`config.mk`:
```
export PLATFORM = sky130hd
export DESIGN_NAME = rom_port_arbiter
export DESIGN_NICKNAME = d
export VERILOG_FILES = /design/src/rtl/rom_port_arbiter.sv
export SDC_FILE = /design/constraint.sdc
export NUM_CORES = 1
export LEC_CHECK = 0
export BUFFER_PORTS_ARGS = -buffer_cell sky130_fd_sc_hd__buf_2
export CAP_MARGIN = 5
export CORE_MARGIN = 8
export CORE_UTILIZATION = 40
export CTS_CLUSTER_SIZE = 20
export DETAILED_ROUTE_END_ITERATION = 8
export PLACE_DENSITY = 0.78
export SYNTH_ARGS = -nofsm -noshare
export SYNTH_HDL_FRONTEND = slang
export SYNTH_SLANG_ARGS = --single-unit
```
`constraint.sdc`:
```
create_clock -name clk -period 2.6 [get_ports clk]
set_input_delay 0.52 -clock clk [delete_from_list [all_inputs] [get_ports clk]]
set_output_delay 0.52 -clock clk [all_outputs]
set_load 0.01 [all_outputs]
```
`src/rtl/rom_port_arbiter.sv`:
```
// Two-port arbiter for the single combinational instruction-ROM read port.
// Fetch (IF) and debug (DBG) share the port; a halt sequencer can stop fetch cleanly.
module rom_port_arbiter #(
  parameter int AW           = 16,
  parameter int DW           = 32,
  parameter int STARVE_LIMIT = 4
) (
  input  logic          clk,
  input  logic          rst_n,
  input  logic          if_req_valid,
  input  logic [AW-1:0] if_req_addr,
  output logic          if_req_ready,
  input  logic          if_flush,
  output logic          if_resp_valid,
  output logic [DW-1:0] if_resp_data,
  input  logic          dbg_req_valid,
  input  logic [AW-1:0] dbg_req_addr,
  output logic          dbg_req_ready,
  output logic          dbg_resp_valid,
  output logic [DW-1:0] dbg_resp_data,
  input  logic          dbg_halt_req,
  output logic          halted,
  output logic [AW-1:0] rom_addr,
  input  logic [DW-1:0] rom_data
);

  typedef enum logic [1:0] {
    RUN    = 2'd0,
    DRAIN  = 2'd1,
    HALTED = 2'd2
  } state_t;

  localparam logic [3:0] LIMIT = 4'(STARVE_LIMIT);

  state_t        state_q, state_d;
  logic [3:0]    wait_cnt_q, wait_cnt_d;
  logic [AW-1:0] last_addr_q, last_addr_d;
  logic          if_resp_valid_q, dbg_resp_valid_q;
  logic [DW-1:0] if_resp_data_q, dbg_resp_data_q;

  logic fetch_ok;
  logic force_dbg;
  logic dbg_grant;
  logic if_grant;

  // Grant decision and next-state logic.
  // NOTE: every signal driven here gets a default first so no path can infer a latch.
  always_comb begin
    state_d     = state_q;
    wait_cnt_d  = wait_cnt_q;
    last_addr_d = last_addr_q;
    rom_addr    = last_addr_q;

    fetch_ok  = (state_q == RUN) && !if_flush;
    force_dbg = (wait_cnt_q == LIMIT) || (state_q != RUN);
    dbg_grant = dbg_req_valid && (force_dbg || !(if_req_valid && fetch_ok));
    if_grant  = !dbg_grant && if_req_valid && fetch_ok;

    if (dbg_grant) begin
      rom_addr    = dbg_req_addr;
      last_addr_d = dbg_req_addr;
    end else if (if_grant) begin
      rom_addr    = if_req_addr;
      last_addr_d = if_req_addr;
    end

    // DBG can only lose to an IF grant, so this covers every case.
    if (!dbg_req_valid || dbg_grant) begin
      wait_cnt_d = '0;
    end else if (if_grant && (wait_cnt_q < LIMIT)) begin
      wait_cnt_d = wait_cnt_q + 4'd1;
    end

    unique case (state_q)
      RUN:     if (dbg_halt_req)  state_d = DRAIN;
      DRAIN:   state_d = dbg_halt_req ? HALTED : RUN;
      HALTED:  if (!dbg_halt_req) state_d = RUN;
      default: state_d = RUN;
    endcase
  end

  // NOTE: sequential state uses non-blocking assignments so every register samples pre-edge values.
  always_ff @(posedge clk or negedge rst_n) begin
    if (!rst_n) begin
      state_q          <= RUN;
      wait_cnt_q       <= '0;
      last_addr_q      <= '0;
      if_resp_valid_q  <= 1'b0;
      dbg_resp_valid_q <= 1'b0;
      if_resp_data_q   <= '0;
      dbg_resp_data_q  <= '0;
    end else begin
      state_q          <= state_d;
      wait_cnt_q       <= wait_cnt_d;
      last_addr_q      <= last_addr_d;
      if_resp_valid_q  <= if_grant;
      dbg_resp_valid_q <= dbg_grant;
      if (if_grant)  if_resp_data_q  <= rom_data;
      if (dbg_grant) dbg_resp_data_q <= rom_data;
    end
  end

  assign if_req_ready   = if_grant;
  assign dbg_req_ready  = dbg_grant;
  // A flush in the response cycle squashes the pending fetch word.
  assign if_resp_valid  = if_resp_valid_q && !if_flush;
  assign if_resp_data   = if_resp_data_q;
  assign dbg_resp_valid = dbg_resp_valid_q;
  assign dbg_resp_data  = dbg_resp_data_q;
  assign halted         = (state_q == HALTED);

endmodule

```
---- Word-level counts from Yosys, hierarchy flattened ----
Cells that the tools add are included.
W data, S select, Z words.
word-level totals
  input bits .............................. 70
  register bits after elaboration ......... 88
  logic and storage cells ................. 40
  output and inout bits ................... 85
operators by class
  order comparisons ....................... 1
  reduce and logical (&&, ||, !) cells .... 18
  muxes and demuxes ....................... 8
  add/sub/neg operators ................... 1
  eq/ne operators ......................... 5
operator list
  operator               count
  $mux W16               2
  $mux W4                2
  $logic_and A1 B1 Y1    7
  $mux W2                3
  $pmux W2 S3            1
  $add A4 B1 Y4 const B  1
  $eq A4 B3 Y1 const B   1
  $logic_not A1 Y1       4
  $lt A4 B3 Y1 const B   1
  $ne A2 B2 Y1 const B   2
  $reduce_bool A2 Y1     2
  $logic_or A1 B1 Y1     3
  $eq A2 B1 Y1 const B   1
  $eq A2 B2 Y1 const B   1
  $logic_not A2 Y1       1
  $reduce_and A2 Y1      1

---- Longest topological paths before layout ----
  depth in word-level cells ............... 12
  gate-level depth with buffers ........... 7
  gate-level depth less buffers ........... 5

---- Worst setup path after synthesis ----
No wires, ideal clock.
  path kind ............................... input -> output
  start ................................... input port if_flush
  end ..................................... output port rom_addr[12]
  stages on the path ...................... 5
  path slack .............................. 142 ps
  required time ........................... 2080 ps
  arrival time ............................ 1938 ps
  cell sequence ........................... or4b_1 -> buf_4 -> clkbuf_1 -> mux2i_1 -> a211oi_1
on the way
  cells in the longest elaborated chain, start to end .. 11
ends and longest elaborated chain
  what                               RTL line  text
  from (decl)                        13        input logic if_flush,
  $logic_not A1 Y1 *                 54        fetch_ok = (state_q == RUN) && !if_flush;
  $logic_and A1 B1 Y1 *              54
  $logic_and A1 B1 Y1                56        dbg_grant = dbg_req_valid && (force_dbg || !(if_req_valid && fetch_ok));
  $logic_not A1 Y1                   56
  $logic_or A1 B1 Y1                 56
  $logic_and A1 B1 Y1                56
  $logic_not A1 Y1                   57        if_grant = !dbg_grant && if_req_valid && fetch_ok;
  $logic_and A1 B1 Y1 (2 in series)  57
  $mux W16                           62        end else if (if_grant) begin
  $mux W16 *                         n/a
  to (decl)                          23        output logic [AW-1:0] rom_addr,
Every way passes the cells marked *; elsewhere a longest branch is shown, timed or not.

---- Final worst setup path ----
  start ................................... register state_q[1]
  end ..................................... output port rom_addr[3]
on the way
  cells in the longest elaborated chain, start to end .. 11
  elaborated cells between the ends (all ways) .. 13
  those cells by class .................... 2 x mux; 11 x reduce/logical
ends and longest elaborated chain
  what                               RTL line  text
  from (decl)                        35        state_t state_q, state_d;
  from (signal assigned)             93        state_q <= state_d;
  $logic_not A2 Y1                   54
  $logic_and A1 B1 Y1                54
  $logic_and A1 B1 Y1                56
  $logic_not A1 Y1                   56
  $logic_or A1 B1 Y1                 56
  $logic_and A1 B1 Y1                56
  $logic_not A1 Y1                   57
  $logic_and A1 B1 Y1 (2 in series)  57
  $mux W16                           62
  $mux W16 *                         n/a
Marked as above.

==> run metrics <==
Max Fclk=383 MHz; row cnt=35; Die Span X=112 um; Power, Total=0.00358 W; Sinks on Clock Net=88; Max-cap violations=0; R2R setup slack=0.37 ns; Clock Latency Late Sink=0.35 ns; syn avg cell area=14.2 um^2; arrival time at the worst endpoint=2.09 ns; worst hold path class=input pin to asynchronous set/reset pin; sequential-to-total area share from yosys stat=59.3%; CTS tree=built; drt drc=0; Final #Nets=501; CP max FO=30; final setup fails=4; total die area=0.0126 mm^2; num ports=155; synth-to-layout area growth=35.6%; Top FF cell, synth=dfrtp_1; routed length per instance=18.5 um; syn_nets=334; Power Density=712 mW/mm^2; CP Capture Type=primary output; largest net degree at the start of global routing=48; DRT Pass-1 Iters=4; number of antenna violations at the first check in global routing=0; Worst Path Required=2.08 ns; headroom to the max-slew limit=61.5%; max-slew violations=0; register bit total from synthesis=88; clock skew=0.0126 ns; final antenna-violating net count=0; worst slew pin tran=0.577 ns; gr usage total=16.1%; Die Ht=112 um; Clock transition at path regs=0.09 ns; layout cell share with drive strength beyond 1=63.8%; Core Util, Final=55.2%; EDFF count, synth=0; CTS H-tree lvls=3; via count=2847; status=finished with violations; RSZ-0062 raised after global routing=yes; final hold violation count=0; failing checks=setup timing; core footprint=0.00911 mm^2; Post-Syn Area=0.00371 mm^2; Longest Clk Path Bufs=2; Final period util=100%; number of buffers created by CTS=9; Hold-fix buffers, CTS=0; r2r worst-path depth=6; RR Startpoint=state_q[1]; I/O Buffers=154; DP HPWL=7350 um; routed vias/inst=5.22; vias in the first global route=3196; Worst R2R End=dbg_resp_data[20]; Synth cell types=31; GRT overflow=0; drt total wl=10100 um; Mapped Cells=262; Yosys warning count=0; initial DRC count=167; Initial Util=40.7%; fraction of registers with async set/reset=100%; Peak VDD IR=0.413 mV; Tmin final=2.61 ns; crit path kind=register to primary output; Pleak=2.43 nW; Ant. Diodes=0; CTS root buffer=clkbuf_8; GPL Wtd Cong=0.805; critical path launch point type=register; final worst-path setup slack=-0.00983 ns; first-pass GRT wire length=16400 um
## worst max-delay path by stage
stage,start,to,depth (start not counted)
2_1_floorplan,if_flush,rom_addr[12],5
3_3_place_gp,if_flush,rom_addr[12],6
3_5_place_dp,if_flush,rom_addr[11],6
4_1_cts,state_q[1],rom_addr[1],5
5_1_grt,state_q[0],rom_addr[1],5
6_report,state_q[1],rom_addr[3],5
## placed cells by master, fill, tap and decap left out, drive strengths merged
cell type,Yosys,layout
a21oi,1,1
nor2,2,2
a211oi,32,32
ha,2,2
nor4b,1,1
and3b,1,1
nor3,17,17
clkinvlp,0,1
or4b,1,1
dfrtp,88,88
nand3,1,1
nand3b,1,1
xnor2,1,1
clkbuf,9,10
buf,8,173
nand2b,1,1
a22oi,1,1
o21a,1,1
and3,1,1
nand2,1,1
nor2b,3,3
inv,4,7
o21ai,3,3
mux2,64,64
nor3b,1,1
clkinv,1,3
mux2i,16,16
## cell usage after synthesis (all sizes together), types with 2 or more instances
cell | count | area (um^2)
dfrtp | 88 | 2200
nor2b | 3 | 18.8
buf | 8 | 61.3
nor2 | 2 | 7.51
mux2i | 16 | 160
mux2 | 64 | 721
inv | 4 | 15.0
ha | 2 | 25.0
nor3 | 17 | 85.1
o21ai | 3 | 30.0
a211oi | 32 | 240
clkbuf | 9 | 33.8
## through the flow
| step | instances | setup TNS, ns | worst slack [ns] | hold WS [ns] | area (um^2) |
|---|---|---|---|---|---|
| detailed placement | 524 | 0 | 0.0265 | 0.475 | 4690 |
| floorplan | 262 | 0 | 0.142 | 0.224 | 3710 |
| global route | 545 | -1.05 | -0.114 | 0.173 | 5030 |
| CTS | 541 | -0.0151 | -0.0148 | 0.169 | 4980 |
| finish | 545 | -0.0197 | -0.00983 | 0.155 | 5030 |
| global placement | 524 | 0 | 0.117 | 0.469 | 4690 |
## worst max-delay path: stages (launching register included)
cell	delay [ns]
dfrtp_1	0.39
or4b_4	0.57
buf_12	0.19
mux2i_1	0.15
a211oi_2	0.25
buf_2	0.19
## logic make-up (layout without fill, tap and decap cells)
group | Yosys count | count (layout) | synth area share (%)
buffers and inverters | 22 | 194 | 3.07
AOI/OAI and AO/OA | 38 | 38 | 7.82
muxes | 80 | 80 | 23.7
xor gates and xnor gates | 1 | 1 | 0.236
and+or+nand+nor | 31 | 31 | 5.12
adders and majority gates | 2 | 2 | 0.674
DFF | 88 | 88 | 59.3
## repair_timing
action,4_1_cts,5_1_grt
resized for setup,19,5
buffers inserted,1,4
pin swaps,11,5
setup endpoints to repair,17,17
## area by class of cell
type | count | area, um^2
timing repair buffer | 173 | 966
tap | 111 | 139
sequential | 88 | 2200
multi-input combinational | 152 | 1520
inverter | 5 | 18.8
clock buffer | 10 | 138
fill | 766 | 4080
clock inverter | 6 | 50.0
## power breakdown
group          internal [W]  switching (W)  total, W  leakage (nW)
sequential          0.00162       0.000111   0.00173          1.04
clock              0.000387       0.000509  0.000896        0.0952
combinational      0.000475       0.000483  0.000959          1.29
total               0.00248        0.00110   0.00358          2.43
## sequential cells by signal, summed over array words and instances (netlist names)
name / count
state_q: 2
wait_cnt_q: 4
if_resp_data: 32
if_resp_valid_q: 1
last_addr_q: 16
dbg_resp_valid: 1
dbg_resp_data: 32
## routing by layer
| metal | up-vias | GRT usage [%] | wire [um] |
|---|---|---|---|
| met2 | 119 | 28.3 | 5060 |
| met3 | 14 | 6.82 | 847 |
| met1 | 1419 | 17.6 | 4010 |
| met5 | - | 0 | 0 |
| li1 | 1295 | - | - |
| met4 | 0 | 4.32 | 179 |
(Power assumes the default switching activity.)
